[src/rtl/bit_set_gen_pkg.sv]
// Shared types and helpers for the bit-set generator: FSM state encoding,
// datapath select codes and the count-register width function.
package bit_set_gen_pkg;

    typedef enum logic [1:0] {
        START   = 2'd0,
        COMPUTE = 2'd1,
        DONE    = 2'd2
    } state_e;

    localparam logic WORK_CLEAR = 1'b0;
    localparam logic WORK_SHIFT = 1'b1;
    localparam logic COUNT_LOAD = 1'b0;
    localparam logic COUNT_DEC  = 1'b1;

    // Bits needed to hold any count from 0 up to and including width.
    function automatic int COUNT_WIDTH(input int width);
        return $clog2(width + 1);
    endfunction

endpackage

[src/rtl/bit_set_gen_datapath.sv]
// Datapath for the bit-set generator: clamp of the requested count, shifting
// work register, decrementing count register and the result register.
module bit_set_gen_datapath
    import bit_set_gen_pkg::*;
#(
    parameter int WIDTH = 8,
    parameter int CW    = COUNT_WIDTH(WIDTH)
) (
    input  logic             clk,
    input  logic             rst,
    input  logic [CW-1:0]    in_k,
    input  logic             work_sel,
    input  logic             work_en,
    input  logic             count_sel,
    input  logic             count_en,
    input  logic             out_en,
    output logic [WIDTH-1:0] out_word,
    output logic             count_done
);

    logic [WIDTH-1:0] work_r;
    logic [WIDTH-1:0] work_nx_s;
    logic [CW-1:0]    count_r;
    logic [CW-1:0]    count_nx_s;
    logic [CW-1:0]    clamp_s;
    logic [WIDTH-1:0] out_r;

    assign count_done = (count_r == {CW{1'b0}});
    assign out_word   = out_r;

    // Clamp the request to WIDTH so the shifter can never run past the MSB.
    always_comb begin
        clamp_s = in_k;
        if (in_k > CW'(WIDTH)) begin
            clamp_s = CW'(WIDTH);
        end else begin
            clamp_s = in_k;
        end
    end

    // Next value of the work register: cleared on start, else shift a 1 in.
    always_comb begin
        work_nx_s = work_r;
        case (work_sel)
            WORK_CLEAR: work_nx_s = {WIDTH{1'b0}};
            WORK_SHIFT: work_nx_s = {work_r[WIDTH-2:0], 1'b1};
            default:    work_nx_s = {WIDTH{1'b0}};
        endcase
    end

    // Next value of the count register; the decrement saturates at zero.
    always_comb begin
        count_nx_s = count_r;
        case (count_sel)
            COUNT_LOAD: count_nx_s = clamp_s;
            COUNT_DEC: begin
                if (count_done) begin
                    count_nx_s = count_r;
                end else begin
                    count_nx_s = count_r - CW'(1);
                end
            end
            default:    count_nx_s = clamp_s;
        endcase
    end

    // Datapath registers, each updated only under its enable.
    always_ff @(posedge clk or negedge rst) begin
        if (!rst) begin
            work_r  <= {WIDTH{1'b0}};
            count_r <= {CW{1'b0}};
            out_r   <= {WIDTH{1'b0}};
        end else begin
            if (work_en) begin
                work_r <= work_nx_s;
            end
            if (count_en) begin
                count_r <= count_nx_s;
            end
            if (out_en) begin
                out_r <= work_r;
            end
        end
    end

endmodule

[src/rtl/bit_set_gen.sv]
// Bit-set generator: on go, produces a word with the k LSBs set by shifting
// ones in serially; FSM here, registers and arithmetic in the datapath.
module bit_set_gen
    import bit_set_gen_pkg::*;
#(
    parameter int WIDTH = 8
) (
    input  logic                       clk,
    input  logic                       rst,
    input  logic                       go,
    input  logic [$clog2(WIDTH+1)-1:0] in,
    output logic [WIDTH-1:0]           out,
    output logic                       done
);

    localparam int CW = COUNT_WIDTH(WIDTH);

    state_e state_r;
    state_e state_nx_s;
    logic   done_r;
    logic   work_sel_s;
    logic   work_en_s;
    logic   count_sel_s;
    logic   count_en_s;
    logic   out_en_s;
    logic   count_done_s;

    // Next-state and datapath control decode.
    always_comb begin
        state_nx_s  = state_r;
        work_sel_s  = WORK_CLEAR;
        work_en_s   = 1'b0;
        count_sel_s = COUNT_LOAD;
        count_en_s  = 1'b0;
        out_en_s    = 1'b0;
        case (state_r)
            START, DONE: begin
                if (go) begin
                    state_nx_s = COMPUTE;
                    work_en_s  = 1'b1;
                    count_en_s = 1'b1;
                end else begin
                    state_nx_s = state_r;
                end
            end
            COMPUTE: begin
                if (count_done_s) begin
                    out_en_s   = 1'b1;
                    state_nx_s = DONE;
                end else begin
                    work_sel_s  = WORK_SHIFT;
                    work_en_s   = 1'b1;
                    count_sel_s = COUNT_DEC;
                    count_en_s  = 1'b1;
                    state_nx_s  = COMPUTE;
                end
            end
            default: begin
                state_nx_s = START;
            end
        endcase
    end

    // State and done register; done is high exactly while the FSM sits in DONE.
    always_ff @(posedge clk or negedge rst) begin
        if (!rst) begin
            state_r <= START;
            done_r  <= 1'b0;
        end else begin
            state_r <= state_nx_s;
            done_r  <= (state_nx_s == DONE);
        end
    end

    assign done = done_r;

    bit_set_gen_datapath #(
        .WIDTH (WIDTH),
        .CW    (CW)
    ) u_datapath (
        .clk        (clk),
        .rst        (rst),
        .in_k       (in),
        .work_sel   (work_sel_s),
        .work_en    (work_en_s),
        .count_sel  (count_sel_s),
        .count_en   (count_en_s),
        .out_en     (out_en_s),
        .out_word   (out),
        .count_done (count_done_s)
    );

endmodule

[config.mk]
export PLATFORM = sky130hd
export DESIGN_NAME = bit_set_gen
export DESIGN_NICKNAME = d
export VERILOG_FILES = /design/src/rtl/bit_set_gen_pkg.sv /design/src/rtl/bit_set_gen_datapath.sv /design/src/rtl/bit_set_gen.sv
export SDC_FILE = /design/constraint.sdc
export NUM_CORES = 1
export LEC_CHECK = 0
export CORE_MARGIN = 10
export CORE_UTILIZATION = 30
export DETAILED_ROUTE_END_ITERATION = 10
export DONT_BUFFER_PORTS = 1
export GPL_TIMING_DRIVEN = 0
export PLACE_DENSITY = 0.43
export SLEW_MARGIN = 10
export SYNTH_ARGS = -nofsm -noshare
export SYNTH_HDL_FRONTEND = slang
export SYNTH_SLANG_ARGS = --single-unit
[constraint.sdc]
create_clock -name clk -period 2.97 [get_ports clk]
set_input_delay 0.7425 -clock clk [delete_from_list [all_inputs] [get_ports clk]]
set_output_delay 0.7425 -clock clk [all_outputs]
set_load 0.02 [all_outputs]
### Word-level counts from Yosys, hierarchy flattened

Cells that the tools add are included.

* add/subtract/negate cells: 1
* multiply operators: 0
* divide/modulo/power cells: 0
* magnitude comparators: 1
* eq/ne operators: 4
* shift operators: 0
* muxes and demuxes: 13
* bitwise logic cells: 1
* reductions and logical operators: 4

Operators with widths (count)
* 8-bit one-hot mux with 2 select lines: 1
* 4-bit 2-to-1 mux: 2
* 4-bit one-hot mux with 2 select lines: 1
* 1-bit 2-to-1 mux: 5
* 2-bit == test, second input constant: 2
* 4-bit greater-than comparator, second input constant: 1
* 4-bit logical NOT: 1
* 2-bit 2-to-1 mux: 2
* 2-bit one-hot mux with 2 select lines: 1
* 4-bit by 1-bit subtractor with 4-bit output, second input constant: 1
* 2-bit by 1-bit == test with 1-bit output, second input constant: 1
* 2-bit logical NOT: 1
* 2-bit inequality test, second input constant: 1
* 1-bit one-hot mux with 2 select lines: 1
* 2-bit AND reduction: 1
* 2-bit OR reduction: 1
* 1-bit NOT: 1

* flip-flop bits (word level): 23
* latch bits: 0
* RAM bits: 0
* memory bits (read-only): 0
* input bits: 7
* output and inout port bits: 9
* logic and storage cells: 29
* memories kept: 0

### Longest topological paths before layout

Gate-level depths: netlist (run 1).

* depth in word-level cells: 5
* gate-level depth with buffers: 6
* depth with buffers taken out: 5

### Modules after synthesis

A second synthesis (run 1) with hierarchy kept.

* cell total of the unflattened synthesis: 91
* area, all modules: 1046.0 um^2

Modules (own cells, without submodules)
* bit_set_gen_datapath: instances 1, cells each 80, area each 912.1 um^2, seq. area each 500.5 um^2
* bit_set_gen: instances 1, cells each 11, area each 133.9 um^2, seq. area each 75.1 um^2

### Worst setup path before layout (run 1)

OpenSTA, ideal clock, no wires.

* path type: register to register
* start: register u_datapath.count_r[0]
* end: register u_datapath.count_r[0]
* library setup time: 0.079 ns
* arrival: 1.449 ns
* data required time: 2.891 ns
* slack: 1.442 ns
* cell stages (with the launch flop): 7
* buffers on the path: 1
* period minus slack after synthesis: 1.528 ns
* cell sequence: dfrtp_1 > inv_1 > ha_1 > nor3b_4 > nand2b_1 > buf_4 > mux2i_1

* longest elaborated chain between the ends: 5
* elaborated cells on any way between the ends: 10
* those cells by class: add/sub: 1; eq/ne: 1; mux: 5; bitwise: 1; reduce/logical: 2

RTL lines
* start: declaration: RTL line bit_set_gen_datapath.sv:23 `logic [CW-1:0] count_r;`
* start signal: assignment: RTL line bit_set_gen_datapath.sv:71 `count_r <= {CW{1'b0}};`
* start signal: assignment: RTL line bit_set_gen_datapath.sv:78 `count_r <= count_nx_s;`
* parallel branches: the longest is 5 deep, another holds 4-bit by 1-bit subtractor with 4-bit output

Several ways; the timed one is not identified. The select of a mux whose other input is x is not followed.
A chain may end at the register's enable or synchronous reset.

### Worst setup path after layout (run 1)

Same ends and word-level chain as after synthesis.

==> reports/results.ini, run 1 <==
[routing]
wirelength_mm=1.929
wl_met2_um=896
drc=0
dr.max_layer_used=met4
dr.pass1.iters=4
detail-route-antenna-nets=0
wl_per_cell_um=14.18
via_per_inst=4.537
dr.first_iter.drc_count=26
dr_wl_met3_um=144
dr_total_vias=617
wl_met1_um=867

[global_routing]
grt_pass1_wl_mm=3.346
first_global_vias=669
grt.total_usage_pct=6.823
gr-total-overflow=0
grt_max_degree=24
antenna_found_initial=0

[cts]
cts.sinks=23
cts_hold_buffers=0
tritoncts=built
cts_buffers=3
clock_path_buffers=2
clk_latency_ns=0.30
htree_levels=1
cts_setup_buffers=0
ctsResizeCount=0
path_clk_slew_ns=0.13
cts_root_buf=clkbuf_4

[logic_synthesis]
yosysSeqAreaShare_pct=56.65
synth.net_count=94
yosys_warnings=0
synth_compound_area_share_pct=12.32
synth_xor_area_share_pct=0.8621
postSynthCellCount=86
synthMuxAreaShare_pct=11.82
synth_top_family_by_area=simple AND/OR/NAND/NOR gates
synthSimpleGateAreaFrac_pct=12.32
synth_fa_ha_area_share_pct=1.232
synth_cell_type_count=24
syn_area_um2=1016
ys_ff_latch=23
avgSynthCellArea_um2=11.81

[sta]
drv_slew=0
max_freq_mhz=566.7
worst_pin_slew_ns=0.4814
setup_viol=0
min_period_ns=1.765
slew_headroom_pct=67.91
tns_ns=0
final_hold_viol_count=0
rsz0062_at_grt=no
skew_ns=0.002007
min_period_over_period_pct=59.42

[die]
num_rows=21
pin_count=16
fp.dieW_um=78.20
die_h_um=78.20
dieArea_um2=6114
start_util_pct=30.69
core-area_um2=3311

[finish]
syn_to_final_growth_pct=8.251
drive_above_1_share_pct=17.78
final_nets=99
final_common_cell=dfrtp_1
antenna_cells_inserted=0
mostFrequentLayoutCells=dfrtp_1, inv_1, o21ai_0
final_cell_area_um2=1100
nFillCells=353

[power]
peakVddDrop_mv=0.3378
powerDensity_nw_per_um2=1076
power.leakage_uw=0.0004888

[setup_path]
r2r-end=u_datapath.count_r[0]
crit_end=u_datapath.count_r[0]
cp-start-kind=flop
required_ns=3.21
path_class=flop to flop
rr_worst_depth=6
crit_start=u_datapath.count_r[0]
crit_path_end_kind=flop
cp.arrival_ns=2.01
critical_path.max_fanout=10
reg2reg_slack_ns=1.21
r2r-start=u_datapath.count_r[0]

[min_path]
hp-class=input port to async pin

[placement]
dp_hpwl_mm=1.345
place.gp.congestion=0.7203
portBuffers=0
placed_cell_area_um2=1074

[run]
maxCapViolCount=0

[status]
status=finished clean

power by group:
| group | total [µW] | switching [µW] | internal (µW) |
|---|---|---|---|
| Clock | 146 | 94.0 | 52.3 |
| Combinational | 419 | 209 | 210 |
| Sequential | 618 | 166 | 451 |
| Total | 1180 | 469 | 714 |
state kept, by name (all words and copies together), names as in the netlist:
signal / count
done: 1
state_r: 2
u_datapath.count_r: 4
u_datapath.out_word: 8
u_datapath.work_r: 8
cells by family (layout without fill, tap and decap cells):
| family | after synthesis | in the layout |
|---|---|---|
| flops | 23 | 23 |
| compound gates | 20 | 20 |
| simple gates | 18 | 18 |
| buf+inv | 12 | 16 |
| mux | 11 | 11 |
| fa+ha+maj | 1 | 1 |
| xor+xnor | 1 | 1 |
through the flow:
step	power [µW]	hold slack, ns	utilization [%]	std cells	setup WS (ns)
floorplan	955.0	0.4469	-	86	1.442
global placement	1047	0.4478	32.43	132	1.232
detailed placement	1059	0.4480	32.43	132	1.211
CTS	1205	0.09898	33.22	136	1.181
global route	1299	0.07180	33.22	136	0.9559
finish	1183	0.1105	33.22	136	1.205
final cells by class:
class                           count  area [µm²]  area share, %
Sequential cell                    23       575.6          52.33
Multi-Input combinational cell     51       391.6          35.61
Tap cell                           46       57.56          5.233
Inverter                            9       33.78          3.072
Clock buffer                        4       26.28          2.389
Buffer                              3       15.01          1.365
Yosys cell counts (all sizes together):
cell    number  share of area (%)
inv          9                3.3
nor3b        2                2.6
nand2b       4                2.5
nor3         1               0.49
buf          1               0.74
nor2         1               0.37
and2b        1               0.74
o21ai        9                4.4
clkbuf       2               0.74
a21oi        2               0.99
mux2         8                8.9
dfrtp       23                 57
nand3        1               0.49
o211ai       7                5.2
nor4bb       2                2.0
or2          1               0.62
mux2i        3                3.0
nand2        5                2.6
xnor2        1               0.86
o221a        1                1.1
ha           1                1.2
a31oi        1               0.62
worst max-delay path, stage by stage, from the launching register on:
cell	delay [ns]
dfrtp_1	0.43
inv_1	0.07
ha_1	0.17
nor3b_4	0.45
nand2b_1	0.20
buf_4	0.19
mux2i_1	0.19
metal layers:
layer  track usage, %  vias up
met2            10.61        9
met5                0        -
met4            3.226        0
met1            7.971      297
li1                 -      309
met3            2.847        2
worst min path at each step:
| stage | to | slack (ns) | depth (start not counted) |
|---|---|---|---|
| 3_5_place_dp | u_datapath.out_word[3] | 0.45 | 0 |
| 5_1_grt | u_datapath.count_r[3] | 0.07 | 0 |
| 6_report | u_datapath.count_r[3] | 0.11 | 0 |
| 4_1_cts | u_datapath.out_word[3] | 0.1 | 0 |
| 2_1_floorplan | done | 0.45 | 0 |
| 3_3_place_gp | u_datapath.out_word[3] | 0.45 | 0 |
(Power assumes the default switching activity.)
==> run 2, diff against run 1 <==
--- a/config.mk
+++ b/config.mk
@@ -10,7 +10,7 @@
 export DETAILED_ROUTE_END_ITERATION = 10
 export DONT_BUFFER_PORTS = 1
 export GPL_TIMING_DRIVEN = 0
-export PLACE_DENSITY = 0.43
+export PLACE_DENSITY = 0.44
 export SLEW_MARGIN = 10
 export SYNTH_ARGS = -nofsm -noshare
 export SYNTH_HDL_FRONTEND = slang
==> constraint.sdc (replaced) <==
create_clock -name clk -period 1.4 [get_ports clk]
set_input_delay 0.35 -clock clk [delete_from_list [all_inputs] [get_ports clk]]
set_output_delay 0.35 -clock clk [all_outputs]
set_load 0.02 [all_outputs]
==> run 2 against run 1 <==
Effect of this change:
- the flow now finishes with violations (negative setup slack)
- wire length rose by 12%
- final area increased by 17%
- core utilization up 5.6 points
- total power rose to 2.6 times the previous value
- worst setup slack worse by 1.3 ns
- count of clock-buffer cells in the layout down 1
- clock skew is 0.0035 ns higher
- largest power group is now combinational logic
- highest routed layer unchanged
==> reports/results.ini, run 2 (synthesized netlist as in run 1, its figures left out) <==
[power]
powerDensity_nw_per_um2=2390  ; was 1076 nW/µm²
power.leakage_uw=0.0005938  ; was 0.0004888 µW
peakVddDrop_mv=1.096  ; was 0.3378 mV

[sta]
min_period_ns=1.527  ; was 1.765 ns
max_freq_mhz=654.8  ; was 566.7 MHz
setup_viol=12  ; was 0
drv_slew=0  ; unchanged
slew_headroom_pct=73.68  ; was 67.91%
skew_ns=0.005525  ; was 0.002007 ns
final_hold_viol_count=0  ; unchanged
worst_pin_slew_ns=0.3948  ; was 0.4814 ns
fin_hold_ws_ns=0.1172  ; was 0.1105 ns
min_period_over_period_pct=109.1  ; was 59.42%
rsz0062_at_grt=yes  ; was no
setup_ws_ns=-0.1272  ; was 1.205 ns

[setup_path]
cp-start-kind=flop  ; unchanged
required_ns=1.61  ; was 3.21 ns
reg2reg_slack_ns=-0.13  ; was 1.21 ns
critical_path.max_fanout=4  ; was 10
slowest_delay_ns=0.42  ; was 0.45 ns
cp.arrival_ns=1.74  ; was 2.01 ns
path_buf_inv=2  ; unchanged
crit_path_end_kind=flop  ; unchanged
worst-path-stages=6  ; unchanged
slowest_stage=dfrtp_1  ; was nor3b_4
worstPathCellList=inv_1 > ha_2 > nor3b_4 > buf_6 > nand2_4 > mux2_4  ; was inv_1 > ha_1 > nor3b_4 > nand2b_1 > buf_4 > mux2i_1
critPathTopFamily=flip-flops  ; was simple AND/OR/NAND/NOR gates
r2r-start=u_datapath.count_r[0]  ; unchanged
path_class=flop to flop  ; unchanged
crit_start=u_datapath.count_r[0]  ; unchanged
rr_worst_depth=6  ; unchanged

[placement]
dp_hpwl_mm=1.331  ; was 1.345 mm
place.gp.congestion=0.7262  ; was 0.7203
portBuffers=0  ; unchanged

[cts]
path_clk_slew_ns=0.13  ; about the same
cts_root_buf=clkbuf_4  ; unchanged
clk_latency_ns=0.32  ; was 0.30 ns
htree_levels=1  ; unchanged
tritoncts=built  ; unchanged
clock_path_buffers=2  ; unchanged
cts.sinks=23  ; unchanged
cts_buffers=3  ; unchanged

[run]
maxCapViolCount=0  ; unchanged

[routing]
wl_per_cell_um=14.53  ; was 14.18 µm
wirelength_mm=2.165  ; was 1.929 mm
via_per_inst=4.631  ; was 4.537
dr_total_vias=690  ; was 617
drc=0  ; unchanged
detail-route-antenna-nets=0  ; unchanged
dr.first_iter.drc_count=27  ; was 26
dr.pass1.iters=4  ; unchanged

[min_path]
min-delay-start=go
hp-class=input port to flop  ; was input port to async pin
holdPathStages=1

[die]
fp.dieW_um=78.20  ; unchanged
num_rows=21  ; unchanged
pin_count=16  ; unchanged
start_util_pct=30.69  ; unchanged
die_h_um=78.20  ; unchanged
core-area_um2=3311  ; unchanged
dieArea_um2=6114  ; unchanged

[global_routing]
grt_max_degree=24  ; unchanged
antenna_found_initial=0  ; unchanged
grt.total_usage_pct=7.438  ; was 6.823%
gr-total-overflow=0  ; unchanged
first_global_vias=715  ; was 669
grt_pass1_wl_mm=3.622  ; was 3.346 mm

[status]
status=complete, but fails checks  ; was finished clean
failed_checks=negative setup slack

[finish]
fin_util_pct=38.85  ; was 33.22%
drive_above_1_share_pct=35.92  ; was 17.78%
mostFrequentLayoutCells=dfrtp_1, inv_1, buf_4  ; was dfrtp_1, inv_1, o21ai_0
final_nets=112  ; was 99
final_common_cell=dfrtp_1  ; unchanged
syn_to_final_growth_pct=26.60  ; was 8.251%
antenna_cells_inserted=0  ; unchanged

run 2: stage by stage:
stage	setup slack [ns]	total power, µW	instance area [µm²]	TNS, ns	cells
floorplan	-0.1240	2024	1016	-1.825	86
global placement	-0.3397	2216	1074	-6.108	132
detailed placement	-0.3564	2248	1074	-6.463	132
CTS	-0.1114	2936	1239	-0.9455	147
global route	-0.2089	3321	1286	-2.713	149
finish	-0.1272	3074	1286	-1.125	149
run 2: cell type report:
class,count,area [µm²]
Sequential cell,23,575.6
Inverter,9,33.78
Timing Repair Buffer,12,128.9
Multi-Input combinational cell,52,439.2
Clock inverter,1,5.005
Tap cell,46,57.56
Clock buffer,3,22.52
Fill cell,348,2024
Buffer,3,23.77
run 2: path summary, 6_finish.rpt:
check | end
setup / recovery | u_datapath.out_word[6]
hold / removal | done
setup reg to reg | u_datapath.out_word[6]
hold reg to reg | u_datapath.out_word[7]
max in group asynchronous | u_datapath.out_word[2]
min in group asynchronous | u_datapath.work_r[1]
run 2: worst register-to-register path, stage by stage, from the launching register on:
cell	delay [ns]
dfrtp_1	0.42
inv_1	0.06
ha_2	0.16
nor3b_4	0.23
buf_6	0.16
nand2_4	0.08
mux2_4	0.31
run 2: power by group:
part | internal [µW] | switching [µW]
sequential | 957 | 348
combinational | 809 | 645
clock | 107 | 208
total | 1870 | 1200
run 2: layer usage:
metal / share of wire [%] / global-route usage, %
met3: 7.3 / 4.328
met5: 0 / 0
met4: 0.88 / 1.075
met1: 45 / 8.121
met2: 47 / 12.50
run 2: what timing repair did:
| item | in CTS | in global routing |
|---|---|---|
| setup buffers | 7 | 2 |
| gates cloned | 2 | 0 |
| setup endpoints to repair | 23 | 22 |
| resized for setup | 6 | 17 |
| hold buffers | 2 | 0 |
| endpoints found under the hold margin | 23 | 0 |
| pin swaps | 2 | 1 |
